## src/rtl/energy_pkg.sv

```systemverilog
// Shared types and defaults for the energy manager input path.
package energy_pkg;

  localparam int DEFAULT_DEBOUNCE_CYCLES = 250000;  // 10 ms at 25 MHz
  localparam int DEFAULT_SYNC_STAGES     = 2;

  typedef enum logic {
    BATT_FULL = 1'b0,
    BATT_LOW  = 1'b1
  } batt_state_t;

  // One-hot demand word: bit 2 = HIGH, bit 1 = LOW, bit 0 = IDLE.
  typedef enum logic [2:0] {
    DEMAND_IDLE = 3'b001,
    DEMAND_LOW  = 3'b010,
    DEMAND_HIGH = 3'b100
  } demand_t;

  // Priority decode HIGH > LOW > IDLE; an all-zero input falls through to IDLE.
  function automatic demand_t decode_demand(input logic high, input logic low);
    if (high)     return DEMAND_HIGH;
    else if (low) return DEMAND_LOW;
    else          return DEMAND_IDLE;
  endfunction

  // True when more than one of the three demand lines is asserted.
  function automatic logic multi_demand(input logic low, input logic high, input logic idle);
    return ({1'b0, low} + {1'b0, high} + {1'b0, idle}) > 2'd1;
  endfunction

endpackage

```

## src/rtl/debounce_sync.sv

```systemverilog
// One input channel: multi-flop synchronizer followed by a stable-count debouncer.
module debounce_sync
  import energy_pkg::*;
#(
  parameter int   DEBOUNCE_CYCLES = DEFAULT_DEBOUNCE_CYCLES,
  parameter int   SYNC_STAGES     = DEFAULT_SYNC_STAGES,
  parameter logic RESET_LEVEL     = 1'b0
) (
  input  logic clk,
  input  logic reset,
  input  logic raw,
  output logic stable,
  output logic fell
);

  localparam int              CNT_W   = $clog2(DEBOUNCE_CYCLES + 1);
  localparam logic [CNT_W-1:0] CNT_MAX = CNT_W'(DEBOUNCE_CYCLES - 1);

  logic [SYNC_STAGES-1:0] sync_q;
  logic [CNT_W-1:0]       cnt;
  logic                   s;

  assign s = sync_q[SYNC_STAGES-1];

  // Synchronizer chain; resets to the idle level so no false edge appears after reset.
  always_ff @(posedge clk) begin
    // NOTE: non-blocking assignments keep every flop sampling the pre-edge value,
    // which is what makes this a shift chain rather than a single wire.
    if (reset) sync_q <= {SYNC_STAGES{RESET_LEVEL}};
    else       sync_q <= {sync_q[SYNC_STAGES-2:0], raw};
  end

  // Accept a new level only after DEBOUNCE_CYCLES consecutive mismatching samples.
  always_ff @(posedge clk) begin
    if (reset) begin
      stable <= RESET_LEVEL;
      cnt    <= '0;
      fell   <= 1'b0;
    end else begin
      fell <= 1'b0;
      if (s == stable) begin
        cnt <= '0;
      end else if (cnt == CNT_MAX) begin
        stable <= s;
        cnt    <= '0;
        fell   <= stable & ~s;
      end else begin
        cnt <= cnt + 1'b1;
      end
    end
  end

endmodule

```

## src/rtl/energy_input_conditioner.sv

```systemverilog
// Conditions raw GPIO for the energy manager: debounced demand decode, brake, battery toggle.
module energy_input_conditioner
  import energy_pkg::*;
#(
  parameter int DEBOUNCE_CYCLES = DEFAULT_DEBOUNCE_CYCLES,
  parameter int SYNC_STAGES     = DEFAULT_SYNC_STAGES
) (
  input  logic clk,
  input  logic reset,
  input  logic raw_demand_low,
  input  logic raw_demand_high,
  input  logic raw_idle,
  input  logic raw_braking,
  input  logic raw_battery_btn,
  output logic p_demand_low,
  output logic p_demand_high,
  output logic p_idle,
  output logic is_braking,
  output logic battery_low,
  output logic battery_high,
  output logic battery_full,
  output logic demand_fault,
  output logic battery_event
);

  logic stable_low, stable_high, stable_idle, stable_braking;
  logic btn_fell;
  logic [3:0] unused_fell;
  logic       unused_btn_stable;

  demand_t     demand_q;
  batt_state_t state_q, state_d;
  logic        event_d;

  debounce_sync #(.DEBOUNCE_CYCLES(DEBOUNCE_CYCLES), .SYNC_STAGES(SYNC_STAGES), .RESET_LEVEL(1'b0))
    u_low   (.clk(clk), .reset(reset), .raw(raw_demand_low),  .stable(stable_low),     .fell(unused_fell[0]));
  debounce_sync #(.DEBOUNCE_CYCLES(DEBOUNCE_CYCLES), .SYNC_STAGES(SYNC_STAGES), .RESET_LEVEL(1'b0))
    u_high  (.clk(clk), .reset(reset), .raw(raw_demand_high), .stable(stable_high),    .fell(unused_fell[1]));
  debounce_sync #(.DEBOUNCE_CYCLES(DEBOUNCE_CYCLES), .SYNC_STAGES(SYNC_STAGES), .RESET_LEVEL(1'b0))
    u_idle  (.clk(clk), .reset(reset), .raw(raw_idle),        .stable(stable_idle),    .fell(unused_fell[2]));
  debounce_sync #(.DEBOUNCE_CYCLES(DEBOUNCE_CYCLES), .SYNC_STAGES(SYNC_STAGES), .RESET_LEVEL(1'b0))
    u_brake (.clk(clk), .reset(reset), .raw(raw_braking),     .stable(stable_braking), .fell(unused_fell[3]));
  // Button is active low, so its idle level is 1 and a press is a falling edge.
  debounce_sync #(.DEBOUNCE_CYCLES(DEBOUNCE_CYCLES), .SYNC_STAGES(SYNC_STAGES), .RESET_LEVEL(1'b1))
    u_btn   (.clk(clk), .reset(reset), .raw(raw_battery_btn), .stable(unused_btn_stable), .fell(btn_fell));

  // Registered demand decode, fault flag and brake so the FSM sees glitch-free levels.
  always_ff @(posedge clk) begin
    if (reset) begin
      demand_q     <= DEMAND_IDLE;
      demand_fault <= 1'b0;
      is_braking   <= 1'b0;
    end else begin
      demand_q     <= decode_demand(stable_high, stable_low);
      demand_fault <= multi_demand(stable_low, stable_high, stable_idle);
      is_braking   <= stable_braking;
    end
  end

  assign p_demand_high = demand_q[2];
  assign p_demand_low  = demand_q[1];
  assign p_idle        = demand_q[0];

  // Battery next state: each debounced press toggles FULL <-> LOW.
  always_comb begin
    // NOTE: defaults first so every path assigns every signal and no latch is inferred.
    state_d = state_q;
    event_d = 1'b0;
    if (btn_fell) begin
      state_d = (state_q == BATT_FULL) ? BATT_LOW : BATT_FULL;
      event_d = 1'b1;
    end
  end

  // Battery state register; the event pulse is registered alongside so both appear together.
  always_ff @(posedge clk) begin
    if (reset) begin
      state_q       <= BATT_FULL;
      battery_event <= 1'b0;
    end else begin
      state_q       <= state_d;
      battery_event <= event_d;
    end
  end

  assign battery_low  = (state_q == BATT_LOW);
  assign battery_high = (state_q == BATT_FULL);
  assign battery_full = battery_high;

endmodule
```

## config.mk

```make
export PLATFORM = sky130hd
export DESIGN_NAME = energy_input_conditioner
export DESIGN_NICKNAME = d
export VERILOG_FILES = /design/src/rtl/energy_pkg.sv /design/src/rtl/debounce_sync.sv /design/src/rtl/energy_input_conditioner.sv
export SDC_FILE = /design/constraint.sdc
export NUM_CORES = 1
export LEC_CHECK = 0
export ABC_CLOCK_PERIOD_IN_PS = 4200
export BUFFER_PORTS_ARGS = -buffer_cell sky130_fd_sc_hd__buf_2
export CORE_UTILIZATION = 45
export CTS_CLUSTER_SIZE = 40
export DETAILED_ROUTE_END_ITERATION = 8
export PLACE_DENSITY = 0.72
export SETUP_SLACK_MARGIN = 0.15
export SLEW_MARGIN = 15
export SYNTH_ARGS = -nofsm -noshare
export SYNTH_HDL_FRONTEND = slang
export SYNTH_SLANG_ARGS = --single-unit
```

## constraint.sdc

```tcl
create_clock -name clk -period 4.2 [get_ports clk]
set_clock_uncertainty 0.05 [all_clocks]
set_input_delay 0.63 -clock clk [delete_from_list [all_inputs] [get_ports clk]]
set_output_delay 0.63 -clock clk [all_outputs]
set_load 0.005 [all_outputs]
```

* Word level (Yosys, flattened, before mapping)
Index checks and enable logic that the tools add are counted.
** Word-level totals
- Register bits after elaboration :: 113
- Memory bits (writable) :: 0
- Output and inout port bits :: 9
- ROM bits :: 0
- Logic and storage cells :: 65
- Bits in latches :: 0
- Memories :: 0
** Cells by class
- Reduce and logical (&&, ||, !) cells :: 12
- Add/sub/neg operators :: 7
- Shifts and indexed selects :: 0
- Equality and inequality tests :: 10
- Mux-type cells :: 4
- Multiply operators :: 0
- Div/mod/pow operators :: 0
- Magnitude comparators :: 1
- Bitwise gates (word level) :: 9
** Operator list (number)
- adder 18 x 1 -> 18 bit, second input constant :: 5
- == test 18 bit, second input constant :: 5
- OR reduction 3 bit :: 6
- AND reduction 2 bit :: 5
- inverter 1 bit :: 8
- == test 1 bit :: 5
- two-way mux 3 bit :: 1
- adder 1 x 1 -> 2 bit :: 1
- adder 2 x 1 -> 2 bit :: 1
- > comparator 2 x 1 -> 1 bit, second input constant :: 1
- two-way mux 1 bit :: 2
- two-way mux 2 bit :: 1
- OR reduction 2 bit :: 1
- AND 1 bit :: 1

* Depth between registers and ports, before layout
Gate-level depths: netlist of the first run.
- Word-level depth :: 3
- Depth in mapped cells :: 6

* By module
Synthesis of the first run repeated with hierarchy kept, for this count alone.
** Unflattened totals
- Cell total of the unflattened synthesis :: 562
- Area, all modules :: 5173.7 sq um
** By module, submodules not included
- debounce_sync at u_brake ... :: area each 989.7 sq um, cells each 108, instances 4
- debounce_sync at u_btn :: area each 996.0 sq um, cells each 111, instances 1
- energy_input_conditioner :: area each 219.0 sq um, cells each 19, instances 1

* Worst setup path after synthesis of the first run
Ideal clock, no wire load.
- Path type :: register -> register
- From :: register u_high.cnt[0]
- To :: register u_high.cnt[10]
- Data required time :: 4035 ps
- Path slack :: 2342 ps
- Cell stages (with the launch flop) :: 7
- Buffers on the path :: 1
- Library setup time :: 115 ps
- Arrival :: 1693 ps
- Period minus slack after synthesis :: 1858 ps
- Cells stage by stage :: dfxtp_1 -> ha_1 -> nand3_2 -> or4_4 -> o21ai_4 -> buf_6 -> nor2_1
** Between the ends
- Word-level cells in the longest chain between the ends :: 2
- Elaborated cells on any way between the ends :: 3
- Those cells by class :: add/sub: 1; eq/ne: 1; reduce/logical: 1
** RTL lines
- start: declaration :: RTL line debounce_sync.sv:20 : logic [CNT_W-1:0] cnt;
- start signal: assignment :: RTL line debounce_sync.sv:48 : cnt <= cnt + 1'b1;
- parallel branches: the longest is 2 deep, another holds adder 18 x 1 -> 18 bit
Parallel ways; which one is timed is not known.
A chain may end at the register's enable or synchronous reset.

* Worst setup path in the final report of the first run
- From :: register u_btn.cnt[7]
- To :: register u_btn.cnt[3]
** Between the ends
- Word-level cells in the longest chain between the ends :: 2
** RTL lines
- start: declaration :: RTL line debounce_sync.sv:20
- start signal: assignment :: RTL line debounce_sync.sv:48
- == test 18 bit :: RTL line debounce_sync.sv:43 : end else if (cnt == CNT_MAX) begin
- OR reduction 3 bit (no source line)
Every way passes these cells.

==> impl_metrics.ini, run 1 <==
[placed_design]
placed_cell_area_mm2 = 0.00504
gp_congestion = 0.825
io_buffers = 15
dp_hpwl_mm = 5.98
placedCellCount = 681

[critical_path]
reg2reg_depth = 4
r2r_slack_ps = 1990
arrival_ps = 2510
crit_chain = nor4bb_1, nand2_1, o21ai_1, nor2_1
setup.worst_path.end_class = flop
reg2reg_from = u_btn.cnt[7]$_SDFF_PP0_
worstSetupStartpointType = flop
cp_max_fo = 16
timing.rr.end = u_btn.cnt[3]$_SDFF_PP0_
crit_slowest_cell = o21ai_1
required_ps = 4500
criticalPathCategory = reg -> reg
cp-startpoint = u_btn.cnt[7]$_SDFF_PP0_
crit_end = u_btn.cnt[3]$_SDFF_PP0_
max_stage_delay_ps = 850

[layout]
fillCellCount = 932
stdcell_area_mm2 = 0.00563
diodes = 0
fin_nets = 578
syn_to_final_growth_pct = 15.6
finish.utilization = 0.540
regArea_mm2 = 0.00226
multi_input_area_mm2 = 0.00244
fin_cells = 711
drive_above_1_share = 0.104

[power_and_ir_drop]
ir_drop_uv = 330
power_density_mw_per_mm2 = 441
p_leak_nw = 1.70

[synthesis]
synth.cell_area_mm2 = 0.00487
synth_most_common_cell = dfxtp_1
synth_flop_cell = dfxtp_1
yosys_warnings = 0
syn_nets = 558
synth_commonest_cells = dfxtp_1 (113), nor2_1 (103), xnor2_1 (66)
syn_avg_cell_area_um2 = 8.95
ys_seq_area_frac = 0.465
yosysUniqueCellTypes = 41
ys_top_cells_by_area = dfxtp_1 (46%), xnor2_1 (12%), nor2_1 (7.9%)
ys_ff_latch = 113
netlist_instances = 544
async_flop_share = 0
synth_top_area_cell = dfxtp_1
synth-edff-count = 0
synth_top_area_share = 0.465

[sta]
timing.final.crit_share = 0.526
slew_viol_final = 0
max_slew_margin = 0.258
worstMarginPinSlew_ps = 1110
setup_violations = 0
tns_ps = 0
clock.fmax_mhz = 453
period_needed_ps = 2210
hold_violations = 0
rsz0062_at_grt = false
hold_ws_ps = 255

[clocking]
cts_buffers = 17
worstSkewPairLatency_ps = 510
cts_buffer_depth = 2
cts_hold_buf = 0
root_buffer = clkbuf_8
path_clk_slew_ps = 60
cts.repair.resized = 0
post_cts_buffers = 0
cts.sinks = 113
htree_num_levels = 4
tritoncts = done

[global_route]
grt_max_degree = 35
grt_first_pass_wirelength_mm = 15.4
overflow = 0
grt_use_total = 0.171
antenna_found_initial = 0
grt_pass1_vias = 3607

[drt]
drtAntennaViolNets = 0
drt-total-wl_mm = 8.78
drt_iter0_markers = 152
num_vias = 3740
routed_via_density = 5.26
drc = 0
wl_per_cell_um = 12.3
drtPass1Iterations = 5

[min_path]
hp-class = in -> reg
holdPathStages = 2

[status]
status = complete, no violations

[floorplan]
die_h_um = 106
core.rowCount = 37
design.die.area_mm2 = 0.0112
die_w_um = 106
ios = 16
start_util = 0.467
coreArea_mm2 = 0.0104

[run]
drv_cap = 0
## worst min path at each step
stage                                from                          to
5_1_grt                   raw_battery_btn  u_btn.sync_q[0]$_SDFF_PP1_
4_1_cts                   raw_battery_btn  u_btn.sync_q[0]$_SDFF_PP1_
3_5_place_dp   u_btn.sync_q[0]$_SDFF_PP1_  u_btn.sync_q[1]$_SDFF_PP1_
3_3_place_gp   u_btn.sync_q[0]$_SDFF_PP1_  u_btn.sync_q[1]$_SDFF_PP1_
2_1_floorplan  u_btn.sync_q[0]$_SDFF_PP1_  u_btn.sync_q[1]$_SDFF_PP1_
6_report                  raw_battery_btn  u_btn.sync_q[0]$_SDFF_PP1_
## cell type report
class,instances,share of cell area
clock inverter,5,0.0133
multi-input combinational,391,0.434
timing repair buffer,15,0.0133
sequential,113,0.402
inverter,26,0.0173
clock buffer,25,0.0896
tap,136,0.0302
## through the flow
stage	power, mW	setup slack [ps]
2_1_floorplan	1.12	2340
3_3_place_gp	1.13	2090
3_5_place_dp	1.13	2010
4_1_cts	2.50	2000
5_1_grt	2.57	1780
6_report	2.48	1990
## power by group
| part | total [mW] | switching, mW | internal [mW] |
|---|---|---|---|
| logic | 0.0239 | 0.0154 | 0.00848 |
| registers | 1.08 | 0.00313 | 1.08 |
| clock network | 1.38 | 0.448 | 0.927 |
## layout by cell type, fill, tap and decap left out, types with 9 or more instances in the layout
master,count
nand4_1,23
inv_1,26
a21oi_1,11
dfxtp_1,113
xnor2_1,66
buf_2,15
nand2_1,17
xor2_1,9
nand3_1,27
nor3_1,25
nor2_1,103
nor2b_1,13
nor4_1,25
o21ai_0,10
clkbuf_16,16
## worst max-delay path: cells and delay by family (launching register included)
family | cells | cell delay (ps)
AO/OA/AOI/OAI | 1 | 850
AND/OR/NAND/NOR | 3 | 720
flip-flops | 1 | 430
## layer usage
layer / wire length, µm / global-route usage / vias to the layer above
li1: - / - / 1916
met4: 151 / 0.0694 / 0
met5: 0 / 0 / -
met3: 303 / 0.0625 / 17
met1: 4130 / 0.204 / 1754
met2: 4190 / 0.280 / 53
## kinds of logic (layout without fill, tap and decap cells)
| family | count (synthesis) | in the layout | synth area share |
|---|---|---|---|
| AO/OA/AOI/OAI | 33 | 33 | 0.0458 |
| flip-flops | 113 | 113 | 0.465 |
| XOR/XNOR | 75 | 75 | 0.135 |
| AND/OR/NAND/NOR | 273 | 273 | 0.296 |
| adder cells (fa/ha/maj) | 7 | 7 | 0.0180 |
| multiplexers | 3 | 3 | 0.00617 |
| buffers and inverters | 40 | 71 | 0.0344 |
## sequential cells by signal, summed over array words and instances (netlist names), 2 cells and up
| signal | cells |
|---|---|
| u_brake.cnt | 18 |
| u_btn.cnt | 18 |
| u_high.cnt | 18 |
| u_idle.cnt | 18 |
| u_low.cnt | 18 |
| demand_q | 3 |
| u_brake.sync_q | 2 |
| u_btn.sync_q | 2 |
| u_high.sync_q | 2 |
| u_idle.sync_q | 2 |
| u_low.sync_q | 2 |
Power figures use the tool's default switching activity.
==> run 2: changes to the inputs <==
ABC_CLOCK_PERIOD_IN_PS = 2300   (was 4200)
clock period = 2.3 ns   (was 4.2 ns; I/O delays follow)
==> run 2 against run 1 <==
Effect of this change: sequential power grew 83%; count of clock-buffer cells in the layout shrank 3; die area is the same; global-route usage grew 0.50 points; cell area grew 3.5%; cell count grew 1.8%.
==> impl_metrics.ini, run 2 (synthesis gave the netlist of run 1 again) <==
[sta]
worstMarginPinSlew_ps = 635
setup_ws_ps = 364
timing.final.crit_share = 0.842
max_slew_margin = 0.573
setup_violations = 0
hold_violations = 0
slew_viol_final = 0
clock.fmax_mhz = 517
hold_ws_ps = 80.7
tns_ps = 0
rsz0062_at_grt = false
period_needed_ps = 1940

[floorplan]
design.die.area_mm2 = 0.0112
start_util = 0.467
die_h_um = 106
die_w_um = 106
ios = 16
coreArea_mm2 = 0.0104
core.rowCount = 37

[layout]
fin_cells = 724
finish.utilization = 0.559
stdcell_area_mm2 = 0.00582
final_cell_mix = dfxtp_1 (113), nor2_1 (103), xnor2_1 (66)
drive_above_1_share = 0.117
layout_commonest_cell = dfxtp_1
fin_nets = 589
syn_to_final_growth_pct = 19.6
diodes = 0

[critical_path]
arrival_ps = 2340
max_stage_delay_ps = 670
reg2reg_from = u_brake.cnt[5]$_SDFF_PP0_
timing.rr.end = u_brake.cnt[15]$_SDFF_PP0_
worstSetupStartpointType = flop
crit_slowest_cell = nor4_1
r2r_slack_ps = 360
required_ps = 2700
cp_max_fo = 8
setup.worst_path.end_class = flop
criticalPathCategory = reg -> reg
crit_chain = nand4_1, nor4_1, nand4b_1, a21oi_1
reg2reg_depth = 4

[power_and_ir_drop]
p_leak_nw = 1.79
comb_power_share = 0.011
p_sw_mw = 0.908
total_power_mw = 4.99
seq_power_share = 0.396
p_int_mw = 4.08
switching_share = 0.182
ir_drop_uv = 368
power_density_mw_per_mm2 = 857
clkPwrFrac = 0.593

[placed_design]
placedCellCount = 687
placed_cell_area_mm2 = 0.00509
gp_congestion = 0.829
io_buffers = 15
dp_hpwl_mm = 5.92
post-place-ws_ps = 242

[global_route]
grt_first_pass_wirelength_mm = 15.8
grt_pass1_vias = 3614
antenna_found_initial = 0
grt_use_total = 0.176
grt_max_degree = 35
overflow = 0

[drt]
wl_per_cell_um = 12.9
drt-total-wl_mm = 9.31
drt_iter0_markers = 162
drc = 0
drtAntennaViolNets = 0
num_vias = 3827
routed_via_density = 5.29
drtPass1Iterations = 4

[run]
drv_cap = 0

[min_path]
hold_start = raw_demand_low
hp-class = in -> reg
holdPathEnd = u_low.sync_q[0]$_SDFF_PP0_
holdPathStages = 2

[clocking]
cts.sinks = 113
path_clk_slew_ps = 50
cts_buffers = 17
worstSkewPairLatency_ps = 520
tritoncts = done
root_buffer = clkbuf_8
htree_num_levels = 4
cts_buffer_depth = 2

[status]
status = complete, no violations
==> run 2: what timing repair did <==
| item | 4_1_cts | 5_1_grt |
|---|---|---|
| setup endpoints to repair | 0 | 18 |
| setup buffers | 0 | 1 |
| gates resized for setup | 0 | 0 |
| endpoints found under the hold margin | 4 | 0 |
| hold buffers | 4 | 0 |
==> run 2: worst max-delay path by stage <==
| stage | startpoint | to | slack, ps | cells after the start |
|---|---|---|---|---|
| after floorplan | u_high.cnt[0]$_SDFF_PP0_ | u_high.cnt[10]$_SDFF_PP0_ | 440 | 6 |
| after global placement | u_high.cnt[0]$_SDFF_PP0_ | u_high.cnt[6]$_SDFF_PP0_ | 320 | 5 |
| after detailed placement | u_high.cnt[0]$_SDFF_PP0_ | u_high.cnt[4]$_SDFF_PP0_ | 240 | 5 |
| after CTS | u_high.cnt[0]$_SDFF_PP0_ | u_high.cnt[11]$_SDFF_PP0_ | 200 | 5 |
| after global routing | u_brake.cnt[5]$_SDFF_PP0_ | u_brake.cnt[15]$_SDFF_PP0_ | 200 | 4 |
| final | u_brake.cnt[5]$_SDFF_PP0_ | u_brake.cnt[15]$_SDFF_PP0_ | 360 | 4 |
==> run 2: layout make-up <==
type	instances	area (µm²)
well taps	136	170
inverters	26	97.6
fillers	895	4590
multi-input cells	391	2440
repair buffers	26	180
clock buffers	22	473
clock inverters	10	203
flip-flops and latches	113	2260
==> run 2: critical path, delay by kind of cell (launching register included) <==
family / cells / cell delay [ps]
AO/OA/AOI/OAI: 1 / 190
flip-flops: 1 / 450
AND/OR/NAND/NOR: 3 / 1180
==> run 2: power groups by stage <==
stage / clock network, mW / registers [mW] / logic [mW]
after floorplan: 0 / 2.02 / 0.0345
after global placement: 0 / 2.02 / 0.0470
after detailed placement: 0 / 2.02 / 0.0477
after CTS: 3.00 / 1.98 / 0.0534
after global routing: 3.11 / 1.98 / 0.0614
final: 2.96 / 1.98 / 0.0548
==> run 2: metal layers <==
| metal | global-route usage | vias to the layer above | routed length (µm) |
|---|---|---|---|
| met1 | 0.206 | 1798 | 4250 |
| li1 | - | 1950 | - |
| met5 | 0 | - | 0 |
| met4 | 0.0794 | 0 | 185 |
| met2 | 0.293 | 62 | 4550 |
| met3 | 0.0595 | 17 | 324 |
==> run 3: changes to the inputs <==
ABC_AREA = 1   (was unset)
ABC_CLOCK_PERIOD_IN_PS = 1980   (was 2300)
clock period = 1.98 ns   (was 2.3 ns; I/O delays follow)
==> run 3 against run 2 <==
Effect of this change: the run now ends with design-rule violations left; setup slack worse by 16 ps; wire length up 9.1%; register-to-register slack worse by 20 ps; die area up 9.9%; largest cell class unchanged; highest routed layer unchanged.
==> impl_metrics.ini, run 3 <==
[clocking]
root_buffer = clkbuf_16
cts_hold_buf = 0
htree_num_levels = 4
worstSkewPairLatency_ps = 410
cts_buffers = 17
cts.sinks = 113
path_clk_slew_ps = 50
tritoncts = done
cts.repair.resized = 0
post_cts_buffers = 0
cts_buffer_depth = 2

[critical_path]
cp_max_fo = 18
setup.worst_path.end_class = flop
arrival_ps = 1880
crit_family = simple AND/OR/NAND/NOR gates
required_ps = 2230
path_buf_inv = 0
crit_chain = ha_1, nand2_2, nor2_4, nand2_1, nor2_2, nand2_1, nand2_8, nor3_1
worstSetupStartpointType = flop
crit_slowest_cell = dfxtp_1
criticalPathCategory = reg -> reg
max_stage_delay_ps = 410
crit_top_cell = nand2_1

[synthesis]
syn_avg_cell_area_um2 = 6.92
syn_nets = 788
synth_most_common_cell = nand2_1
ys_top_cells_by_area = dfxtp_1 (42%), nand2_1 (12%), nor2_1 (11%)
async_flop_share = 0
yosysUniqueCellTypes = 30
synth_top_area_share = 0.422
ys_seq_area_frac = 0.422
synth-edff-count = 0
ys_ff_latch = 113
synth_flop_cell = dfxtp_1
netlist_instances = 774
yosys_warnings = 0
synth_top_area_cell = dfxtp_1
synth.cell_area_mm2 = 0.00536
synth_commonest_cells = nand2_1 (178), nor2_1 (160), dfxtp_1 (113)

[sta]
max_slew_margin = 0.757
hold_violations = 0
rsz0062_at_grt = false
tns_ps = 0
worstMarginPinSlew_ps = 364
setup_violations = 0
period_needed_ps = 1630
clock.fmax_mhz = 613
slew_viol_final = 0
timing.final.crit_share = 0.824

[power_and_ir_drop]
p_sw_mw = 1.07
clkPwrFrac = 0.563
power_density_mw_per_mm2 = 874
switching_share = 0.198
p_int_mw = 4.31
comb_power_share = 0.010
p_leak_nw = 2.08
ir_drop_uv = 588
seq_power_share = 0.427

[floorplan]
design.die.area_mm2 = 0.0123
ios = 16
coreArea_mm2 = 0.0115
core.rowCount = 39
die_w_um = 111
start_util = 0.465
die_h_um = 111

[run]
drv_cap = 0

[layout]
stdcell_area_mm2 = 0.00616
fin_nets = 814
layout_commonest_cell = nand2_1
drive_above_1_share = 0.107
syn_to_final_growth_pct = 15.0
final_cell_mix = nand2_1 (178), nor2_1 (160), dfxtp_1 (113)
diodes = 0
fillCellCount = 1107
finish.utilization = 0.535

[placed_design]
dp_hpwl_mm = 7.28
placed_cell_area_mm2 = 0.00555
gp_congestion = 0.869
io_buffers = 15

[global_route]
grt_use_total = 0.183
grt_pass1_vias = 4281
grt_max_degree = 19
antenna_found_initial = 0
grt_first_pass_wirelength_mm = 18.4
overflow = 0

[status]
status = complete, but fails checks
violations = design-rule violations

[drt]
drc = 4
num_vias = 4557
drtPass1Iterations = 7
drtAntennaViolNets = 0
routed_via_density = 4.77
drt-total-wl_mm = 10.2
wl_per_cell_um = 10.6
drt_iter0_markers = 324

[min_path]
hp-class = in -> reg
-- run 3: cell types whose count changed in the layout (fill, tap and decap cells not counted), sizes merged, moves of 18 or more --
| cell | delta |
|---|---|
| xnor2 | -60 |
| nand2 | +169 |
| inv | +64 |
| nand3 | +19 |
| nor4 | -26 |
| nor2 | +75 |
| a21oi | +39 |
| nor3 | -18 |
-- run 3: cells by family after synthesis --
kind of cell,synth area share
simple gates,0.365
flops,0.422
buf+inv,0.0762
compound gates,0.0698
xor+xnor,0.0507
fa+ha+maj,0.0164
-- run 3: layout make-up --
cell class              instances  area, µm²  share of cell area
clock buffers                  23        498              0.0809
well taps                     143        179              0.0291
clock inverters                 9        104              0.0169
multi-input cells             562       2700               0.438
flip-flops and latches        113       2260               0.367
inverters                      90        338              0.0549
repair buffers                 16       82.6              0.0134
-- run 3: stage by stage --
stage	hold WS [ps]	worst slack [ps]	std cells	power (mW)
final	33.0	348	956	5.38
after global routing	25.1	159	956	5.56
after global placement	340	382	924	2.40
after detailed placement	345	329	924	2.40
after CTS	16.6	320	956	5.45
after floorplan	338	484	774	2.39
-- run 3: worst paths after layout --
kind / from / to / slack (ps) / depth (start not counted)
hold reg to reg: u_idle.sync_q[0]$_SDFF_PP0_ / u_idle.sync_q[1]$_SDFF_PP0_ / 350 / 2
hold / removal: raw_battery_btn / u_btn.sync_q[0]$_SDFF_PP1_ / 30 / 2
setup / recovery: u_brake.cnt[0]$_SDFF_PP0_ / u_brake.cnt[9]$_SDFF_PP0_ / 350 / 8
setup reg to reg: u_brake.cnt[0]$_SDFF_PP0_ / u_brake.cnt[9]$_SDFF_PP0_ / 350 / 8
-- run 3: layer usage --
metal  routed length [µm]  global-route usage
met1                 5110               0.236
met2                 4460               0.286
met3                  441              0.0552
met4                  140              0.0757
met5                    0                   0
-- run 3: power groups by stage --
stage	Clock (mW)	Sequential [mW]	Combinational (mW)
final	3.03	2.30	0.0564
after global routing	3.20	2.30	0.0657
after CTS	3.09	2.30	0.0570
after detailed placement	0	2.34	0.0569
after global placement	0	2.34	0.0560
after floorplan	0	2.34	0.0437
